## src/rtl/vload_lane_feeder_if.sv

```systemverilog
`default_nettype none
// +----------------------------------------------------------------------------+
// | Module   : vload_lane_feeder_if                                            |
// | Brief    : Request, memory-beat and per-lane load handshakes of the feeder. |
// | Revision : 1.0                                                             |
// +----------------------------------------------------------------------------+
interface vload_lane_feeder_if #(
    parameter int NR_LANE    = 4,
    parameter int VRF_ADDR_W = 8,
    parameter int LEN_W      = 16,
    parameter int ID_W       = 3
);
    logic                           req_valid_i;
    logic                           req_ready_o;
    logic [VRF_ADDR_W-1:0]          req_vaddr_i;
    logic [LEN_W-1:0]               req_len_i;
    logic [ID_W-1:0]                req_id_i;
    logic                           mem_valid_i;
    logic                           mem_ready_o;
    logic [NR_LANE*64-1:0]          mem_data_i;
    logic [NR_LANE-1:0]             load_op_valid_o;
    logic [NR_LANE-1:0]             load_op_gnt_i;
    logic [NR_LANE*64-1:0]          load_op_o;
    logic [NR_LANE*8-1:0]           load_op_strb_o;
    logic [NR_LANE*VRF_ADDR_W-1:0]  load_op_addr_o;
    logic [NR_LANE*ID_W-1:0]        load_id_o;
    logic                           done_o;
    logic [ID_W-1:0]                done_id_o;

    modport master (
        input  req_valid_i, req_vaddr_i, req_len_i, req_id_i,
        input  mem_valid_i, mem_data_i, load_op_gnt_i,
        output req_ready_o, mem_ready_o, load_op_valid_o, load_op_o,
        output load_op_strb_o, load_op_addr_o, load_id_o, done_o, done_id_o
    );

    modport slave (
        output req_valid_i, req_vaddr_i, req_len_i, req_id_i,
        output mem_valid_i, mem_data_i, load_op_gnt_i,
        input  req_ready_o, mem_ready_o, load_op_valid_o, load_op_o,
        input  load_op_strb_o, load_op_addr_o, load_id_o, done_o, done_id_o
    );
endinterface
`default_nettype wire

```

## src/rtl/vload_lane_feeder.sv

```systemverilog
`default_nettype none
// +----------------------------------------------------------------------------+
// | Module   : vload_lane_feeder                                               |
// | Brief    : Slices memory beats into per-lane VRF write entries via FIFOs.  |
// | Revision : 1.0                                                             |
// +----------------------------------------------------------------------------+
module vload_lane_feeder #(
    parameter int NR_LANE    = 4,
    parameter int VRF_ADDR_W = 8,
    parameter int LEN_W      = 16,
    parameter int ID_W       = 3,
    parameter int DEPTH      = 2
) (
    input  wire logic           clk_i,
    input  wire logic           rst_i,
    vload_lane_feeder_if.master bus
);
    localparam int c_BEAT_BYTES = NR_LANE * 8;
    localparam int c_LW         = LEN_W + 1;
    localparam int c_GW         = LEN_W + 2;
    localparam int c_EW         = 64 + 8 + VRF_ADDR_W + ID_W;
    localparam int c_PW         = (DEPTH > 1) ? $clog2(DEPTH) : 1;
    localparam int c_CW         = $clog2(DEPTH + 1);

    localparam logic [1:0] c_ST_IDLE  = 2'd0;
    localparam logic [1:0] c_ST_BUSY  = 2'd1;
    localparam logic [1:0] c_ST_DRAIN = 2'd2;

    typedef enum logic [1:0] {
        ST_IDLE  = c_ST_IDLE,
        ST_BUSY  = c_ST_BUSY,
        ST_DRAIN = c_ST_DRAIN
    } state_t;

    state_t                  r_state, w_state_nxt;
    logic [VRF_ADDR_W-1:0]   r_vaddr;
    logic [LEN_W-1:0]        r_len;
    logic [ID_W-1:0]         r_id;
    logic [c_LW-1:0]         r_nbeats, r_beat, w_nbeats;
    logic [c_GW-1:0]         w_base;
    logic                    w_req_ready, w_mem_ready, w_done;
    logic                    w_req_acc, w_beat_acc, w_all_nf, w_all_empty;
    logic [NR_LANE-1:0]      w_not_full, w_empty;
    logic [NR_LANE*64-1:0]   w_op_data;
    logic [NR_LANE*8-1:0]    w_op_strb;
    logic [NR_LANE*VRF_ADDR_W-1:0] w_op_addr;
    logic [NR_LANE*ID_W-1:0] w_op_id;

    assign w_nbeats    = (c_LW'(bus.req_len_i) + c_LW'(c_BEAT_BYTES - 1)) / c_LW'(c_BEAT_BYTES);
    assign w_base      = c_GW'(r_beat) * c_GW'(c_BEAT_BYTES);
    assign w_req_acc   = bus.req_valid_i & w_req_ready;
    assign w_beat_acc  = bus.mem_valid_i & w_mem_ready;
    assign w_all_nf    = &w_not_full;
    assign w_all_empty = &w_empty;

    always_ff @(posedge clk_i or posedge rst_i) begin
        if (rst_i) begin
            r_state <= ST_IDLE;
        end else begin
            r_state <= w_state_nxt;
        end
    end

    always_comb begin
        w_state_nxt = r_state;
        w_req_ready = 1'b0;
        w_mem_ready = 1'b0;
        w_done      = 1'b0;
        case (r_state)
            ST_IDLE: begin
                w_req_ready = 1'b1;
                if (bus.req_valid_i) begin
                    w_state_nxt = (bus.req_len_i != '0) ? ST_BUSY : ST_DRAIN;
                end
            end
            ST_BUSY: begin
                // No pop-through: a full FIFO stalls the beat even if it pops now.
                w_mem_ready = w_all_nf;
                if (bus.mem_valid_i && w_all_nf && (r_beat == r_nbeats - c_LW'(1))) begin
                    w_state_nxt = ST_DRAIN;
                end
            end
            ST_DRAIN: begin
                if (w_all_empty) begin
                    w_done      = 1'b1;
                    w_state_nxt = ST_IDLE;
                end
            end
            default: w_state_nxt = ST_IDLE;
        endcase
    end

    always_ff @(posedge clk_i or posedge rst_i) begin
        if (rst_i) begin
            r_vaddr  <= '0;
            r_len    <= '0;
            r_id     <= '0;
            r_nbeats <= '0;
            r_beat   <= '0;
        end else if (w_req_acc) begin
            r_vaddr  <= bus.req_vaddr_i;
            r_len    <= bus.req_len_i;
            r_id     <= bus.req_id_i;
            r_nbeats <= w_nbeats;
            r_beat   <= '0;
        end else if (w_beat_acc) begin
            r_beat   <= r_beat + c_LW'(1);
        end
    end

    for (genvar l = 0; l < NR_LANE; l++) begin : g_lane
        logic [c_EW-1:0] r_mem [DEPTH];
        logic [c_PW-1:0] r_rd_ptr, r_wr_ptr;
        logic [c_CW-1:0] r_cnt;
        logic [7:0]      w_strb;
        logic            w_push, w_pop;
        logic [c_EW-1:0] w_entry, w_head;

        // Byte k is live when its global offset in the request is below len.
        always_comb begin
            w_strb = '0;
            for (int k = 0; k < 8; k++) begin
                w_strb[k] = (w_base + c_GW'(l * 8 + k)) < c_GW'(r_len);
            end
        end

        assign w_entry = {bus.mem_data_i[l*64 +: 64], w_strb,
                          r_vaddr + VRF_ADDR_W'(r_beat), r_id};
        assign w_push  = w_beat_acc & (w_strb != '0);
        assign w_pop   = bus.load_op_gnt_i[l] & (r_cnt != '0);
        assign w_head  = r_mem[r_rd_ptr];

        always_ff @(posedge clk_i or posedge rst_i) begin
            if (rst_i) begin
                for (int i = 0; i < DEPTH; i++) begin
                    r_mem[i] <= '0;
                end
                r_rd_ptr <= '0;
                r_wr_ptr <= '0;
                r_cnt    <= '0;
            end else begin
                if (w_push) begin
                    r_mem[r_wr_ptr] <= w_entry;
                    r_wr_ptr <= (r_wr_ptr == c_PW'(DEPTH - 1)) ? '0 : r_wr_ptr + c_PW'(1);
                end
                if (w_pop) begin
                    r_rd_ptr <= (r_rd_ptr == c_PW'(DEPTH - 1)) ? '0 : r_rd_ptr + c_PW'(1);
                end
                if (w_push && !w_pop) begin
                    r_cnt <= r_cnt + c_CW'(1);
                end else if (w_pop && !w_push) begin
                    r_cnt <= r_cnt - c_CW'(1);
                end
            end
        end

        assign w_not_full[l] = (r_cnt != c_CW'(DEPTH));
        assign w_empty[l]    = (r_cnt == '0);
        assign w_op_data[l*64 +: 64]                 = w_head[c_EW-1 -: 64];
        assign w_op_strb[l*8 +: 8]                   = w_head[VRF_ADDR_W+ID_W +: 8];
        assign w_op_addr[l*VRF_ADDR_W +: VRF_ADDR_W] = w_head[ID_W +: VRF_ADDR_W];
        assign w_op_id[l*ID_W +: ID_W]               = w_head[0 +: ID_W];
    end

    assign bus.req_ready_o     = w_req_ready;
    assign bus.mem_ready_o     = w_mem_ready;
    assign bus.load_op_valid_o = ~w_empty;
    assign bus.load_op_o       = w_op_data;
    assign bus.load_op_strb_o  = w_op_strb;
    assign bus.load_op_addr_o  = w_op_addr;
    assign bus.load_id_o       = w_op_id;
    assign bus.done_o          = w_done;
    assign bus.done_id_o       = w_done ? r_id : '0;
endmodule
`default_nettype wire

```

## src/flat_wrapper.sv

```systemverilog
// flat-port wrapper written by rule: the top's interface ports become plain ports
module vload_lane_feeder_flat 
#(
    parameter int NR_LANE    = 4,
    parameter int VRF_ADDR_W = 8,
    parameter int LEN_W      = 16,
    parameter int ID_W       = 3,
    parameter int DEPTH      = 2
)
  (clk_i, rst_i, bus_req_valid_i, bus_req_vaddr_i, bus_req_len_i, bus_req_id_i, bus_mem_valid_i, bus_mem_data_i, bus_load_op_gnt_i, bus_req_ready_o, bus_mem_ready_o, bus_load_op_valid_o, bus_load_op_o, bus_load_op_strb_o, bus_load_op_addr_o, bus_load_id_o, bus_done_o, bus_done_id_o);
  vload_lane_feeder_if #(.NR_LANE(NR_LANE), .VRF_ADDR_W(VRF_ADDR_W), .LEN_W(LEN_W), .ID_W(ID_W)) bus_i ();
  input  wire logic clk_i;
  input  wire logic rst_i;
  input wire logic [$bits(bus_i.req_valid_i)-1:0] bus_req_valid_i;
  input wire logic [$bits(bus_i.req_vaddr_i)-1:0] bus_req_vaddr_i;
  input wire logic [$bits(bus_i.req_len_i)-1:0] bus_req_len_i;
  input wire logic [$bits(bus_i.req_id_i)-1:0] bus_req_id_i;
  input wire logic [$bits(bus_i.mem_valid_i)-1:0] bus_mem_valid_i;
  input wire logic [$bits(bus_i.mem_data_i)-1:0] bus_mem_data_i;
  input wire logic [$bits(bus_i.load_op_gnt_i)-1:0] bus_load_op_gnt_i;
  output wire logic [$bits(bus_i.req_ready_o)-1:0] bus_req_ready_o;
  output wire logic [$bits(bus_i.mem_ready_o)-1:0] bus_mem_ready_o;
  output wire logic [$bits(bus_i.load_op_valid_o)-1:0] bus_load_op_valid_o;
  output wire logic [$bits(bus_i.load_op_o)-1:0] bus_load_op_o;
  output wire logic [$bits(bus_i.load_op_strb_o)-1:0] bus_load_op_strb_o;
  output wire logic [$bits(bus_i.load_op_addr_o)-1:0] bus_load_op_addr_o;
  output wire logic [$bits(bus_i.load_id_o)-1:0] bus_load_id_o;
  output wire logic [$bits(bus_i.done_o)-1:0] bus_done_o;
  output wire logic [$bits(bus_i.done_id_o)-1:0] bus_done_id_o;
  assign bus_i.req_valid_i = bus_req_valid_i;
  assign bus_i.req_vaddr_i = bus_req_vaddr_i;
  assign bus_i.req_len_i = bus_req_len_i;
  assign bus_i.req_id_i = bus_req_id_i;
  assign bus_i.mem_valid_i = bus_mem_valid_i;
  assign bus_i.mem_data_i = bus_mem_data_i;
  assign bus_i.load_op_gnt_i = bus_load_op_gnt_i;
  assign bus_req_ready_o = bus_i.req_ready_o;
  assign bus_mem_ready_o = bus_i.mem_ready_o;
  assign bus_load_op_valid_o = bus_i.load_op_valid_o;
  assign bus_load_op_o = bus_i.load_op_o;
  assign bus_load_op_strb_o = bus_i.load_op_strb_o;
  assign bus_load_op_addr_o = bus_i.load_op_addr_o;
  assign bus_load_id_o = bus_i.load_id_o;
  assign bus_done_o = bus_i.done_o;
  assign bus_done_id_o = bus_i.done_id_o;
  vload_lane_feeder #(.NR_LANE(NR_LANE), .VRF_ADDR_W(VRF_ADDR_W), .LEN_W(LEN_W), .ID_W(ID_W), .DEPTH(DEPTH)) u_core (.clk_i(clk_i), .rst_i(rst_i), .bus(bus_i));
endmodule
```

## config.mk

```make
export PLATFORM = sky130hd
export DESIGN_NAME = vload_lane_feeder_flat
export DESIGN_NICKNAME = d
export VERILOG_FILES = /design/src/rtl/vload_lane_feeder_if.sv /design/src/rtl/vload_lane_feeder.sv /design/src/flat_wrapper.sv
export SDC_FILE = /design/constraint.sdc
export NUM_CORES = 2
export LEC_CHECK = 0
export ABC_AREA = 0
export CAP_MARGIN = 30
export CORE_MARGIN = 3
export CORE_UTILIZATION = 30
export CTS_CLUSTER_DIAMETER = 100
export DETAILED_ROUTE_END_ITERATION = 10
export GPL_TIMING_DRIVEN = 0
export PLACE_DENSITY = 0.63
export SLEW_MARGIN = 20
export SYNTH_ARGS = -nofsm -noshare
export SYNTH_HDL_FRONTEND = slang
export SYNTH_SLANG_ARGS = --single-unit
export TNS_END_PERCENT = 20
```

## constraint.sdc

```tcl
create_clock -name clk_i -period 29.3 [get_ports clk_i]
set_input_delay 5.86 -clock clk_i [delete_from_list [all_inputs] [get_ports clk_i]]
set_output_delay 5.86 -clock clk_i [all_outputs]
set_load 0.02 [all_outputs]
```

After elaboration in Yosys (flattened, before gate mapping)

Index checks and enable logic that the tools add are counted.

Multiplexer cells: 52
Reduce and logical (&&, ||, !) cells: 44
Add/subtract/negate cells: 51
$lt $le $gt $ge: 44
Eq/ne operators: 10
Bitwise operators: 19

Operators by type and width:

| kind                                                                  | number |
|---|---|
| 83-bit 2-to-1 mux                                                     | 16 |
| 166-bit bitwise mux                                                   | 4 |
| 18-bit by 16-bit < comparator with 1-bit output                       | 32 |
| 83-bit demux with 1-bit select                                        | 4 |
| 18-bit by 5-bit adder with 18-bit output (second input constant)      | 16 |
| 18-bit by 4-bit adder with 18-bit output (second input constant)      | 8 |
| 18-bit by 3-bit adder with 18-bit output (second input constant)      | 4 |
| 18-bit by 2-bit adder with 18-bit output (second input constant)      | 2 |
| 17-bit 2-to-1 mux                                                     | 2 |
| 8-bit nonzero test                                                    | 4 |
| 2-bit 2-to-1 mux                                                      | 12 |
| 18-bit by 1-bit adder with 18-bit output (second input constant)      | 1 |
| 2-bit nonzero test                                                    | 9 |
| 16-bit by 5-bit adder with 17-bit output (second input constant)      | 1 |
| 17-bit by 1-bit adder with 17-bit output (second input constant)      | 1 |
| 17-bit equality test                                                  | 1 |
| 2-bit greater-or-equal comparator (second input constant)             | 8 |
| 1-bit inverter with 2-bit output                                      | 8 |
| 16-bit nonzero test                                                   | 1 |
| 1-bit logical AND                                                     | 14 |
| 12-bit by 1-bit subtractor with 13-bit output (second input constant) | 1 |
| 1-bit 2-to-1 mux                                                      | 12 |
| 1-bit AND                                                             | 10 |
| 2-bit zero test                                                       | 5 |
| 15 further kinds                                                      | 44 |

Register bits after elaboration: 738
Word-level logic and storage cells: 246

Logic depth before layout (Yosys ltp)

Word-level depth: 9
Mapped depth: 12

Worst setup path before layout

Ideal clock, no wire load.

Path kind: reg-to-output
Start: register u_core.g_lane[0].r_cnt[0]
End: output bus_done_id_o[0]
Setup slack: 21.128 ns
Buffers on the path: 0
Data required time: 23.440 ns
Arrival: 2.312 ns
Cell stages (with the launch flop): 5
Path through: dfrtp_1 > or2_2 > or4_1 > nor3b_1 > and2_1

Longest elaborated chain between the ends: 5

RTL lines:

| item                   | RTL line                 | text |
|---|---|---|
| start, declared        | vload_lane_feeder.sv:114 | `logic [c_CW-1:0] r_cnt;` |
| start signal, assigned | vload_lane_feeder.sv:150 | `r_cnt <= r_cnt + c_CW'(1);` |
| start signal, assigned | vload_lane_feeder.sv:152 | `r_cnt <= r_cnt - c_CW'(1);` |
| 2-bit zero test        | vload_lane_feeder.sv:158 | `assign w_empty[l] = (r_cnt == '0);` |
| 4-bit AND reduction    | vload_lane_feeder.sv:54  | `assign w_all_empty = &w_empty;` |
| 1-bit 2-to-1 mux       | vload_lane_feeder.sv:84  | `if (w_all_empty) begin` |
| 1-bit 2-to-1 mux       | vload_lane_feeder.sv:69  | `case (r_state)` |
| named net bus_done_o   | flat_wrapper.sv:28       | `output wire logic [$bits(bus_i.done_o)-1:0] bus_done_o;` |
| 3-bit 2-to-1 mux       | vload_lane_feeder.sv:173 | `assign bus.done_id_o = w_done ? r_id : '0;` |
| end, declared          | flat_wrapper.sv:29       | `output wire logic [$bits(bus_i.done_id_o)-1:0] bus_done_id_o;` |

The timed path passes the listed nets, and every way through them passes these cells.

Final worst setup path

Start: register u_core.g_lane[3].r_rd_ptr
End: output bus_load_op_strb_o[28]

Longest elaborated chain between the ends: 4

RTL lines:

| item                                                   | RTL line                 | text |
|---|---|---|
| start, declared                                        | vload_lane_feeder.sv:113 | `logic [c_PW-1:0] r_rd_ptr, r_wr_ptr;` |
| start signal, assigned                                 | vload_lane_feeder.sv:147 | `r_rd_ptr <= (r_rd_ptr == c_PW'(DEPTH - 1)) ? '0 : r_rd_ptr + c_PW'(1);` |
| 1-bit inverter with 2-bit output (not written as such) | vload_lane_feeder.sv:131 | `assign w_head = r_mem[r_rd_ptr];` |
| 83-bit 2-to-1 mux (not written as such) (3 in series)  | vload_lane_feeder.sv:131 |  |
| end, declared                                          | flat_wrapper.sv:25       | `output wire logic [$bits(bus_i.load_op_strb_o)-1:0] bus_load_op_strb_o;` |

No other way between the ends. The select of a mux whose other input is x is not followed.

==> results.toml <==
[outcome]
status = "completed"

[global_route]
grt_max_degree = 104
grt_pass1_wl_um = 151000
busiest_layer = "met2"
gr-usage-met1_pct = 21.3
grt_antenna_before_repair = 18
grt-ovfl-total = 0
use_met2_pct = 28.1
grt_pass1_vias = 23200
grt_use_total_pct = 17.2
use_met3_pct = 5.41

[placement]
hpwl_um = 75000
dp.cells = 4523
gp_congestion = 0.839
io_buffers = 631

[timing]
timing.fmax_ghz = 0.109
fin_crit_ps = 9180
hold_viol_final = 0
skew_ps = 18.4
max_slew_margin_pct = 32.0
worstMarginPinSlew_ps = 1020
maxSlewViolCount = 0
fin_crit_sh_pct = 31.3
grt_setup_unrepaired = "no"
setup_viol = 0

[floorplan]
core_area_um2 = 111000
die_w_um = 341
fp.dieH_um = 341
start_util_pct = 30.3
num_rows = 122
pin_count = 633
dieArea_um2 = 116000

[clocking]
cts_tree = "done"
cts_buffer_depth = 3
cts_resized = 0
hold_buffers = 0
clock_latency_ps = 650
htreeDepth = 3
clk_pin_slew_ps = 60
clock-sinks = 738
numCtsBuffers = 88
cts_setup_buffers = 0
clock-root-buffer = "clkbuf_16"

[yosys]
mappedNetlistNets = 2710
synth_edf_count = 0
syn-cell-area_um2 = 33600
yosys_register_bits = 738
ys_warn_count = 0
syn_area_per_cell_um2 = 14.0
synthCells = 2393
synth-main-ff-cell = "dfrtp_1"
yosysUniqueCellTypes = 63
yosysSeqAreaShare_pct = 54.9
async_flop_share_pct = 100

[setup_path]
critPathBufInv = 3
path_cells = "clkbuf_1, clkbuf_1, mux2_2, clkdlybuf4s50_1"
worstReg2RegEnd = "u_core.g_lane[0].r_mem[106]$_DFFE_PP0P_"
crit_type = "register to output port"
reg2reg_depth = 8
cp_max_fo = 10
start_kind = "register"
cp_slowest_stage_delay_ps = 580
endpoint = "bus_load_op_strb_o[28]"
end_kind = "output port"
crit_top_cell = "clkbuf_1"
required_ps = 23440
cp.depth = 4
r2r_start = "u_core.r_beat[6]$_DFFE_PP0P_"
path_delay_family = "buffers and inverters"
cp_slowest_cell = "clkbuf_1"
cp.arrival_ps = 3320
reg2reg_slack_ps = 25330
startpoint = "u_core.g_lane[3].r_rd_ptr$_DFFE_PP0P_"

[detailed_routing]
drt_iter0_markers = 836
first_pass_iters = 5
via_count = 21800
wl_per_cell_um = 21.6
vias_per_cell = 4.65
drc = 0
wl_um = 101000
detail-route-antenna-nets = 0

[final_layout]
multi_input_area_um2 = 14300
fin_cells = 4698
layout.cells.most_common_list = "760 x mux2_2, 738 x dfrtp_1, 631 x clkdlybuf4s50_1, 148 x mux2_1, 126 x nand2_1"
layout.area.seq_um2 = 18500
final_common_cell = "mux2_2"
nNetsFinal = 3442
post-route-util_pct = 40.7
areaGrowthSynthToFinish_pct = 34.2
drive_gt1_share_pct = 33.4
fill_cells = 10500

[power]
leakage_uw = 0.0191
p_per_area_nw_per_um2 = 127
ir_worst_vdd_mv = 0.0569
finalPower_uw = 5740

[worst_hold_path]
hp-class = "register to register"

[job]
maxCapViolations = 0
[final cells by class]
type	count	share of cell area, %
multi-input combinational	1480	31.6
timing repair buffer	642	14.6
antenna	11	0.0610
clock buffer	128	5.77
buffer	133	1.67
clock inverter	36	0.901
tap	1488	4.13
sequential	738	40.9
inverter	42	0.366
[registers in the layout, summed over array words and instances, names as in the netlist]
| signal | flops |
|---|---|
| u_core.g_lane.r_wr_ptr | 4 |
| u_core.r_vaddr | 8 |
| u_core.g_lane.r_cnt | 8 |
| u_core.r_nbeats | 12 |
| u_core.r_id | 3 |
| u_core.r_len | 16 |
| u_core.g_lane.r_rd_ptr | 4 |
| u_core.g_lane.r_mem | 664 |
| u_core.r_beat | 17 |
| u_core.r_state | 2 |
[routing by layer]
layer / wire, um / vias up
li1: - / 9998
met1: 42300 / 11100
met2: 48200 / 540
met3: 6850 / 155
met4: 3880 / 8
met5: 57 / -
[synthesized netlist by cell type, drive strengths merged (3+ instances only)]
cell type	count	area share, %
mux2	951	32
dfrtp	738	55
nand2	126	1.4
buf	80	1.6
o21ai	61	0.91
clkbuf	53	0.59
inv	42	0.47
nor2	42	0.47
a21oi	40	0.60
xnor2	32	0.83
xor2	29	0.76
ha	25	0.93
mux2i	22	0.66
nand3	14	0.21
nor3	14	0.31
nand2b	11	0.20
or2	10	0.19
nand4	8	0.17
nor4	8	0.15
a31oi	7	0.15
and2	7	0.14
nor3b	7	0.20
nor2b	6	0.11
or4	6	0.13
and3	5	0.093
o211ai	5	0.11
or3	5	0.093
and4	4	0.10
nand3b	4	0.089
a21o	3	0.067
or4b	3	0.089
[how the worst min path moves through the flow]
stage	slack, ps	to	cells past startpoint	from
4_1_cts	460	u_core.g_lane[2].r_mem[11]$_DFFE_PP0P_	1	u_core.g_lane[2].r_mem[11]$_DFFE_PP0P_
3_3_place_gp	450	u_core.g_lane[2].r_mem[11]$_DFFE_PP0P_	1	u_core.g_lane[2].r_mem[11]$_DFFE_PP0P_
3_5_place_dp	450	u_core.g_lane[2].r_mem[11]$_DFFE_PP0P_	1	u_core.g_lane[2].r_mem[11]$_DFFE_PP0P_
2_1_floorplan	430	u_core.g_lane[0].r_mem[11]$_DFFE_PP0P_	1	u_core.g_lane[0].r_mem[11]$_DFFE_PP0P_
5_1_grt	480	u_core.g_lane[0].r_mem[11]$_DFFE_PP0P_	1	u_core.g_lane[0].r_mem[11]$_DFFE_PP0P_
6_report	460	u_core.g_lane[1].r_mem[94]$_DFFE_PP0P_	1	u_core.g_lane[1].r_mem[94]$_DFFE_PP0P_
[metrics by stage]
stage	instance area [um^2]	setup TNS, ps	hold WS, ps	setup WS, ps
2_1_floorplan	33600	0	428	2730
3_3_place_gp	41800	-5404320	447	-7440
3_5_place_dp	42100	0	448	19950
4_1_cts	45100	0	463	19990
5_1_grt	45100	0	479	19910
6_report	45100	0	461	20120
[logic make-up (layout without fill, tap and decap cells)]
family	count (synthesis)	count (layout)	synth area share [%]
xor gates and xnor gates	61	61	1.59
and+or+nand+nor	286	286	4.39
DFF	738	738	54.9
muxes	973	973	33.0
buffers and inverters	175	981	2.69
AOI/OAI and AO/OA	134	134	2.42
other	0	11	0
adders and majority gates	26	26	0.990
[where the power goes]
part	internal (uW)	total (uW)	switching, uW	leakage (uW)
clock	672	1130	455	0.00149
combinational	1460	2860	1410	0.00876
sequential	1510	1750	240	0.00887
total	3640	5740	2100	0.0191
(Power assumes the default switching activity.)
